**config.mk**
```make
export PLATFORM = sky130hd
export DESIGN_NAME = song_seq_ctrl_flat
export DESIGN_NICKNAME = d
export VERILOG_FILES = /design/src/rtl/song_pkg.sv /design/src/rtl/song_seq_ctrl_if.sv /design/src/rtl/song_dur_counter.sv /design/src/rtl/song_seq_ctrl.sv /design/src/flat_wrapper.sv
export SDC_FILE = /design/constraint.sdc
export NUM_CORES = 1
export LEC_CHECK = 0
export CORE_MARGIN = 10
export CORE_UTILIZATION = 45
export CTS_CLUSTER_DIAMETER = 200
export DETAILED_ROUTE_END_ITERATION = 8
export PLACE_DENSITY = 0.73
export SLEW_MARGIN = 20
export SYNTH_ARGS = -nofsm -noshare
export SYNTH_HDL_FRONTEND = slang
export SYNTH_SLANG_ARGS = --single-unit
```
**constraint.sdc**
```tcl
create_clock -name clk -period 5.7 [get_ports clk]
set_input_delay 1.14 -clock clk [delete_from_list [all_inputs] [get_ports clk]]
set_output_delay 1.14 -clock clk [all_outputs]
set_load 0.1 [all_outputs]
```
**src/rtl/song_pkg.sv**
```systemverilog
// Shared types and constants for the song sequencer and note player.
// ROM entry layout is {note[11:6], duration[5:0]}; note 0 is a rest.
package song_pkg;

    localparam int NOTE_W  = 6;
    localparam int DUR_W   = 6;
    localparam int ENTRY_W = 12;

    localparam logic [NOTE_W-1:0] NOTE_REST = '0;

    localparam int NOTE_MSB = 11;
    localparam int NOTE_LSB = 6;
    localparam int DUR_MSB  = 5;
    localparam int DUR_LSB  = 0;

    typedef enum logic [2:0] {
        S_IDLE,
        S_FETCH,
        S_WAIT,
        S_LOAD,
        S_PLAY,
        S_DONE
    } song_seq_state_t;

    function automatic logic [NOTE_W-1:0] entry_note(input logic [ENTRY_W-1:0] entry);
        return entry[NOTE_MSB:NOTE_LSB];
    endfunction

    function automatic logic [DUR_W-1:0] entry_dur(input logic [ENTRY_W-1:0] entry);
        return entry[DUR_MSB:DUR_LSB];
    endfunction

endpackage

```
**src/rtl/song_seq_ctrl_if.sv**
```systemverilog
// Control, ROM and note-player signals of the song sequencer.
// The sequencer takes the slave modport; the environment takes master.
interface song_seq_ctrl_if #(
    parameter int SONG_BITS = 2,
    parameter int IDX_BITS  = 5
);
    import song_pkg::*;

    logic                          play;
    logic                          restart;
    logic [SONG_BITS-1:0]          song_sel;
    logic                          beat;
    logic [SONG_BITS+IDX_BITS-1:0] rom_addr;
    logic [ENTRY_W-1:0]            rom_dout;
    logic [NOTE_W-1:0]             note;
    logic                          new_note;
    logic                          playing;
    logic                          song_done;

    modport slave (
        input  play, restart, song_sel, beat, rom_dout,
        output rom_addr, note, new_note, playing, song_done
    );

    modport master (
        output play, restart, song_sel, beat, rom_dout,
        input  rom_addr, note, new_note, playing, song_done
    );

endinterface

```
**src/rtl/song_dur_counter.sv**
```systemverilog
// Note-duration counter: loads a duration, counts it down on beats while
// running, and flags the final beat (cnt = 1). Shared with the note player.
module song_dur_counter
    import song_pkg::*;
(
    input  logic             clk,
    input  logic             reset,
    input  logic             clear_i,
    input  logic             load_i,
    input  logic [DUR_W-1:0] load_val_i,
    input  logic             beat_i,
    input  logic             run_i,
    output logic             last_o
);

    logic [DUR_W-1:0] cnt_q, cnt_d;

    // NOTE: cnt_d takes its hold value first, so no path through this block can infer a latch.
    always_comb begin
        cnt_d = cnt_q;
        if (clear_i) begin
            cnt_d = '0;
        end else if (load_i) begin
            cnt_d = load_val_i;
        end else if (run_i && beat_i && (cnt_q > DUR_W'(1))) begin
            cnt_d = cnt_q - DUR_W'(1);
        end
    end

    // NOTE: registers update with <= so every flop samples the pre-edge value of its inputs.
    always_ff @(posedge clk) begin
        if (reset) begin
            cnt_q <= '0;
        end else begin
            cnt_q <= cnt_d;
        end
    end

    assign last_o = (cnt_q == DUR_W'(1));

endmodule

```
**src/rtl/song_seq_ctrl.sv**
```systemverilog
// Song sequencer: walks one song of the song ROM, absorbs its 1-cycle read latency,
// strobes each note to the player and times it in beats. Optional: SONG_SEQ_NOTE_GAP_EN.
module song_seq_ctrl
    import song_pkg::*;
#(
    parameter int SONG_BITS = 2,
    parameter int IDX_BITS  = 5
) (
    input logic             clk,
    input logic             reset,
    song_seq_ctrl_if.slave  bus
);

    localparam int ADDR_W = SONG_BITS + IDX_BITS;
    localparam logic [IDX_BITS-1:0] IDX_LAST = '1;

    song_seq_state_t      state_q,    state_d;
    logic [SONG_BITS-1:0] cur_song_q, cur_song_d;
    logic [IDX_BITS-1:0]  idx_q,      idx_d;
    logic [ADDR_W-1:0]    rom_addr_q, rom_addr_d;
    logic [NOTE_W-1:0]    note_q,     note_d;
    logic                 new_note_q, new_note_d;
    logic                 playing_q,  playing_d;
    logic                 done_q,     done_d;
    logic                 armed_q,    armed_d;

    logic [NOTE_W-1:0] rom_note;
    logic [DUR_W-1:0]  rom_dur;
    logic              load_note;
    logic              play_run;
    logic              cnt_last;
    logic              note_expire;

    assign rom_note    = entry_note(bus.rom_dout);
    assign rom_dur     = entry_dur(bus.rom_dout);
    assign load_note   = (state_q == S_LOAD) && (rom_dur != '0);
    assign play_run    = (state_q == S_PLAY) && bus.play;
    assign note_expire = play_run && bus.beat && cnt_last;

    song_dur_counter u_dur (
        .clk        (clk),
        .reset      (reset),
        .clear_i    (bus.restart),
        .load_i     (load_note),
        .load_val_i (rom_dur),
        .beat_i     (bus.beat),
        .run_i      (play_run),
        .last_o     (cnt_last)
    );

    always_comb begin
        state_d    = state_q;
        cur_song_d = cur_song_q;
        idx_d      = idx_q;
        rom_addr_d = rom_addr_q;
        note_d     = note_q;
        new_note_d = 1'b0;
        done_d     = 1'b0;
        armed_d    = armed_q;

        // A finished song only replays after play has been seen low again.
        if (!bus.play) begin
            armed_d = 1'b1;
        end else if (state_q == S_DONE) begin
            armed_d = 1'b0;
        end

        case (state_q)
            S_IDLE: begin
                cur_song_d = bus.song_sel;
                idx_d      = '0;
                note_d     = NOTE_REST;
                if (bus.play && armed_q) begin
                    state_d = S_FETCH;
                end
            end
            S_FETCH: begin
                rom_addr_d = {cur_song_q, idx_q};
                state_d    = S_WAIT;
            end
            S_WAIT: begin
                state_d = S_LOAD;
            end
            S_LOAD: begin
                if (rom_dur == '0) begin
                    note_d  = NOTE_REST;
                    done_d  = 1'b1;
                    state_d = S_DONE;
                end else begin
                    note_d     = rom_note;
                    new_note_d = 1'b1;
                    state_d    = S_PLAY;
                end
            end
            S_PLAY: begin
                // The old note keeps sounding through FETCH/WAIT of the next entry.
                if (note_expire) begin
                    if (idx_q == IDX_LAST) begin
                        note_d  = NOTE_REST;
                        done_d  = 1'b1;
                        state_d = S_DONE;
                    end else begin
                        idx_d   = idx_q + IDX_BITS'(1);
                        state_d = S_FETCH;
                    end
                end
            end
            S_DONE: begin
                note_d  = NOTE_REST;
                state_d = S_IDLE;
            end
            default: begin
                state_d = S_IDLE;
            end
        endcase

        if (bus.restart) begin
            cur_song_d = bus.song_sel;
            idx_d      = '0;
            note_d     = NOTE_REST;
            new_note_d = 1'b0;
            done_d     = 1'b0;
            state_d    = bus.play ? S_FETCH : S_IDLE;
        end

        playing_d = (state_d == S_PLAY) && bus.play;
    end

    always_ff @(posedge clk) begin
        if (reset) begin
            state_q    <= S_IDLE;
            cur_song_q <= '0;
            idx_q      <= '0;
            rom_addr_q <= '0;
            note_q     <= NOTE_REST;
            new_note_q <= 1'b0;
            playing_q  <= 1'b0;
            done_q     <= 1'b0;
            armed_q    <= 1'b1;
        end else begin
            state_q    <= state_d;
            cur_song_q <= cur_song_d;
            idx_q      <= idx_d;
            rom_addr_q <= rom_addr_d;
            note_q     <= note_d;
            new_note_q <= new_note_d;
            playing_q  <= playing_d;
            done_q     <= done_d;
            armed_q    <= armed_d;
        end
    end

    assign bus.rom_addr  = rom_addr_q;
    assign bus.new_note  = new_note_q;
    assign bus.playing   = playing_q;
    assign bus.song_done = done_q;

`ifdef SONG_SEQ_NOTE_GAP_EN
    // Silence the last beat of each note so repeated notes re-articulate.
    assign bus.note = ((state_q == S_PLAY) && cnt_last) ? NOTE_REST : note_q;
`else
    assign bus.note = note_q;
`endif

endmodule
```
**src/flat_wrapper.sv**
```systemverilog
// flat-port wrapper written by rule: the top's interface ports become plain ports
module song_seq_ctrl_flat import song_pkg::*;
#(
    parameter int SONG_BITS = 2,
    parameter int IDX_BITS  = 5
)
  (clk, reset, bus_play, bus_restart, bus_song_sel, bus_beat, bus_rom_dout, bus_rom_addr, bus_note, bus_new_note, bus_playing, bus_song_done);
  song_seq_ctrl_if #(.SONG_BITS(SONG_BITS), .IDX_BITS(IDX_BITS)) bus_i ();
  input logic clk;
  input logic reset;
  input wire logic [$bits(bus_i.play)-1:0] bus_play;
  input wire logic [$bits(bus_i.restart)-1:0] bus_restart;
  input wire logic [$bits(bus_i.song_sel)-1:0] bus_song_sel;
  input wire logic [$bits(bus_i.beat)-1:0] bus_beat;
  input wire logic [$bits(bus_i.rom_dout)-1:0] bus_rom_dout;
  output wire logic [$bits(bus_i.rom_addr)-1:0] bus_rom_addr;
  output wire logic [$bits(bus_i.note)-1:0] bus_note;
  output wire logic [$bits(bus_i.new_note)-1:0] bus_new_note;
  output wire logic [$bits(bus_i.playing)-1:0] bus_playing;
  output wire logic [$bits(bus_i.song_done)-1:0] bus_song_done;
  assign bus_i.play = bus_play;
  assign bus_i.restart = bus_restart;
  assign bus_i.song_sel = bus_song_sel;
  assign bus_i.beat = bus_beat;
  assign bus_i.rom_dout = bus_rom_dout;
  assign bus_rom_addr = bus_i.rom_addr;
  assign bus_note = bus_i.note;
  assign bus_new_note = bus_i.new_note;
  assign bus_playing = bus_i.playing;
  assign bus_song_done = bus_i.song_done;
  song_seq_ctrl #(.SONG_BITS(SONG_BITS), .IDX_BITS(IDX_BITS)) u_core (.clk(clk), .reset(reset), .bus(bus_i));
endmodule
```
# Word level (Yosys, flattened, before mapping)
# Cells that the tools add are included.
[word_totals] regBits=33
[classes] eq_ne=11 reduce_logical=20 n_addsub=2 muxes=23 bitwise=2 n_lt_le_gt_ge=1
[ops] cell="$mux 6" n=5
[ops] cell="$pmux 6 s3" n=1
[ops] cell="$pmux 3 s5" n=1
[ops] cell="$mux 3" n=4
[ops] cell="$mux 5" n=2
[ops] cell="$pmux 5 s2" n=1
[ops] cell="$eq 3x3->1 const B" n=3
[ops] cell="$logic_and 1x1->1" n=7
[ops] cell="$eq 3x2->1 const B" n=2
[ops] cell="$eq 6x1->1 const B" n=1
[ops] cell="$gt 6x1->1 const B" n=1
[ops] cell="$logic_not 6->1" n=1
[ops] cell="$mux 1" n=6
[ops] cell="$reduce_and 3->1" n=2
[ops] cell="$reduce_bool 2->1" n=3
[ops] cell="$reduce_bool 6->1" n=1
[ops] cell="$reduce_or 2->1" n=3
[ops] cell="$sub 6x1->6 const B" n=1
[ops] cell="$add 5x1->5 const B" n=1
[ops] cell="$eq 5x5->1 const B" n=1
[ops] cell="$mux 2" n=2
[ops] cell="$ne 2x2->1 const B" n=2
[ops] cell="$eq 3x1->1 const B" n=1
[ops] cell="$logic_not 3->1" n=1
[ops] cell="5 further kinds" n=6

# Longest topological paths before layout
[logic_depth] word_depth=9 mapped_depth=7

# Modules after synthesis
# Synthesis repeated with hierarchy kept, for this count alone.
[unflattened] hier_cells=183 area_unflattened_um2=1616.6
[modules_own_cells] module="song_seq_ctrl" area_per_inst_um2=1227.4 cells_each=137 instances=1 seq_area_each_um2=540.5
[modules_own_cells] module="song_dur_counter" area_per_inst_um2=389.1 cells_each=46 instances=1 seq_area_each_um2=120.1

# Least setup slack after synthesis
# Ideal clock, no wire load.
[synth_path] path_type="in2reg" from="input port bus_restart" to="register u_core.idx_q[0]" setup_time_ns=0.074 n_path_buf=2 slack_ns=3.176 cell_stages=5 t_arrival_ns=2.449 path_cell_list="clkbuf_1 -> or2_2 -> clkbuf_1 -> or4_2 -> o21ai_0"
[synth_between] elab_chain_len=1
[synth_rtl] item="start: declaration" line="flat_wrapper.sv:12" text="input wire logic [$bits(bus_i.restart)-1:0] bus_restart;"
[synth_rtl] item="$reduce_or 2->1 (no line)"
[synth_rtl] item="end signal: assignment" line="song_seq_ctrl.sv:143" text="idx_q <= idx_d;"
[synth_rtl] item="end: declaration" line="song_seq_ctrl.sv:19" text="logic [IDX_BITS-1:0] idx_q, idx_d;"
# No other way between the ends.
# A chain may end at the register's enable or synchronous reset.

# Worst setup path in the final report
[layout_path] from="register u_core.rom_addr_q[3] (netlist: u_core.bus.rom_addr[3])" to="output port bus_rom_addr[3]"
[layout_rtl] item="start: declaration" line="song_seq_ctrl.sv:20" text="logic [ADDR_W-1:0] rom_addr_q, rom_addr_d;"
[layout_rtl] item="start signal: assignment" line="song_seq_ctrl.sv:144" text="rom_addr_q <= rom_addr_d;"
[layout_rtl] item="end: declaration" line="flat_wrapper.sv:16" text="output wire logic [$bits(bus_i.rom_addr)-1:0] bus_rom_addr;"
# No word-level cell between the ends.

==> summary.md <==
| Metric | Value |
|---|---|
| Hold depth | 2 |
| GRT met1 Usage | 0.135 |
| HP Class | reg -> reg |
| Final worst-path cycle share | 0.520 |
| CTS tree | yes |
| Commonest non-fill, non-tap cells in the layout | 34 x clkdlybuf4s50_1, 33 x dfxtp_1, 13 x nor2_1 |
| Status | finished, final reports clean |
| Reg2Reg Capture Point | u_core.idx_q[3] |
| CTS Buffer Depth | 2 |
| Hold Path End | u_core.cur_song_q[0] |
| Synth Area per Inst | 8.94 um^2 |
| Largest delay share family, worst path | buffers and inverters |
| HP Start | u_core.cur_song_q[0] |
| FP Rows | 21 |
| Maximum vdd ir drop | 0.133 mV |
| Insertion delay to the later sink of the worst-skew pair | 0.33 ns |
| Commonest non-fill, non-tap cell in the layout | clkdlybuf4s50_1 |
| Syn Inst Count | around 170 |
| DP Wirelength | 2950 um |
| Initial antenna violation count | 0 |
| Initial Util | 0.463 |
| Global route hottest layer | met2 |
| EDFF count, synth | 0 |
| DR WL/cell | 15.2 um |
| Vias | between 1000 and 1500 |
| Largest net degree at the start of global routing | 14 |
| Crit-path cells | clkdlybuf4s50_1 |
| Fin area | 1990 um^2 |
| Final worst slack | approximately 2.7 ns |
| Buffers on Ports | 34 |
| RSZ-0062 raised after global routing | no |
| First-pass DRT Iterations | 4 |
| CP peak stage delay | roughly 1.1 ns |
| Iter 0 DRT Violations | 136 |
| Max-Cap Viols | 0 |
| Fin crit period | 2.97 ns |
| R2R cell count | 6 |
| Syn_nets | about 200 |
| Clock skew | 0.00820 ns |
| CTS sink count | 33 |
| Seq cells post-synth | 33 |
| PwrDens | 229 nW/um^2 |
| Max Fclk | 337 MHz |
| Setup violators final | 0 |
| First-pass GRT wire length | 6450 um |
| # hold bufs at CTS | 0 |
| Vias in the first global route | 1431 |
| Grt ovf | 0 |
| Final net count | between 200 and 250 |
| Routed vias/inst | roughly 5.6 |
| Final wirelength | 3810 um |
| Placeable Area | approximately 3300 um^2 |
| Startpoint types | register |
| Crit-path max FO | 2 |
| Synth area leaders | dfxtp_1 43%, mux2i_1 6.5%, a21oi_1 3.6%, o21ai_0 3.6%, a22o_1 3.4% |
| H-tree depth | 2 |
| CP Buf/Inv Count | 1 |
| Die width | 78.6 um |
| Worst-path clk slew | 0.10 ns |
| Area grow syn2layout | 28.7% |
| Worst EP arrival | 1.83 ns |
| Placed inst area | 1910 um^2 |
| Sequential area share after synthesis | 0.427 |
| CP max-delay cell | clkdlybuf4s50_1 |
| Post-route DRC | 0 |
| Fraction of registers with async set/reset | 0 |
| Final hold viol count | 0 |
| Post-Place Worst Slack | approximately 2.6 ns |
| Syn. warnings | 0 |
| Area fraction of the dominant cell type after synthesis | 0.427 |
| Synthesized cell area | 1550 um^2 |
| CTS root buffer | clkbuf_4 |
| TritonCTS buffer count | 5 |
| Worst setup EP type | output port |
| Max_slew headroom | 0.342 |
| Antenna viol nets, final | 0 |
| Post-CTS Resized | 0 |
| Post-Layout Cell Count | 251 |
| Slew of the pin with the lowest slew margin | 0.984 ns |
| P_leak | a little over 0.7 nW |
| Setup TNS | 0 ns |
| Total track usage | 0.126 |
| Die ar. | 6180 um^2 |
| Synth unique cells | 42 |
| Final total power | roughly 460 uW |
| Worst path required time | approximately 4.6 ns |
| Boundary Pins | 35 |
| # diodes | 0 |
| Flop2flop setup slack | 3.55 ns |
| Post-CTS setup buffer count | 0 |
| Placer Congestion | 0.874 |
| Global-route met3 utilization | 0.0501 |
| Dpl cells | 243 |
| Die height | 78.6 um |
| Met2 Use GR | 0.217 |
| Critical path class | reg -> out |
| Layout cells sized above 1 | 0.0829 |
| Largest area contributor in the netlist | dfxtp_1 |
| Reg2reg start | u_core.idx_q[0] |
| Synth Flop Type | dfxtp_1 |
| Final slew viol count | 0 |
worst max-delay path by stage:
stage / end / slack, ns / depth (start not counted) / startpoint
2_1_floorplan: u_core.idx_q[0] / 3.18 / 5 / bus_restart
3_3_place_gp: u_core.idx_q[0] / 2.70 / 4 / reset
3_5_place_dp: u_core.idx_q[3] / 2.64 / 5 / bus_play
4_1_cts: bus_rom_addr[0] / 2.71 / 1 / u_core.bus.rom_addr[0]
5_1_grt: bus_rom_addr[0] / 2.67 / 1 / u_core.bus.rom_addr[0]
6_report: bus_rom_addr[3] / 2.73 / 1 / u_core.bus.rom_addr[3]
worst register-to-register path, cell delays in order, from the launching register on:
cell     delay (ns)
dfxtp_1        0.36
ha_1           0.23
and3_1         0.18
ha_1           0.24
or3_4          0.43
or4_1          0.47
a21oi_1        0.18
metal layers:
metal	up-vias	wire [um]
li1	690	-
met1	668	1610
met2	35	1940
met3	5	207
met4	0	50
met5	-	0
registers in the layout, indices dropped and copies added, names as in the netlist, 2 cells and up:
| signal | flops |
|---|---|
| u_core.u_dur.cnt_q | 6 |
| u_core.cur_song_q | 2 |
| u_core.bus.note | 6 |
| u_core.state_q | 3 |
| u_core.bus.rom_addr | 7 |
| u_core.idx_q | 5 |
synth_stat cells (all sizes together) (3+ instances only):
cell type,instances
inv,6
dfxtp,33
or2,3
nor3b,4
and3,3
nand3,4
clkbuf,9
nor2b,3
or4,4
nand2,12
ha,4
o21ai,11
a211oi,4
a21oi,11
a22o,6
nor2,13
nor3,5
mux2i,10
cell families after synthesis:
family | Yosys count | share of synthesized area
fa+ha+maj | 4 | 0.0324
compound gates | 47 | 0.208
mux | 10 | 0.0647
xor+xnor | 2 | 0.0113
flops | 33 | 0.427
buf+inv | 16 | 0.0396
simple gates | 61 | 0.217
final cells by class:
type / count / area (um^2)
Fill cell: 323 / 1350
Tap cell: 46 / 57.6
Clock inverter: 1 / 30.0
Clock buffer: 7 / 55.1
Timing Repair Buffer: 34 / 340
Inverter: 6 / 22.5
Multi-Input combinational cell: 124 / 825
Sequential cell: 33 / 661
power breakdown:
part / switching (mW) / leakage, nW / internal [mW]
clock network: 0.0743 / 0.0455 / 0.105
registers: 0.00329 / 0.267 / 0.233
logic: 0.0202 / 0.410 / 0.0201
total: 0.0977 / 0.722 / 0.358
stage by stage:
stage	hold WS (ns)	util
final	0.485	0.597
after CTS	0.484	0.597
after global routing	0.505	0.597
after global placement	0.443	0.571
after floorplan	0.432	-
after detailed placement	0.464	0.571
(Power assumes the default switching activity.)
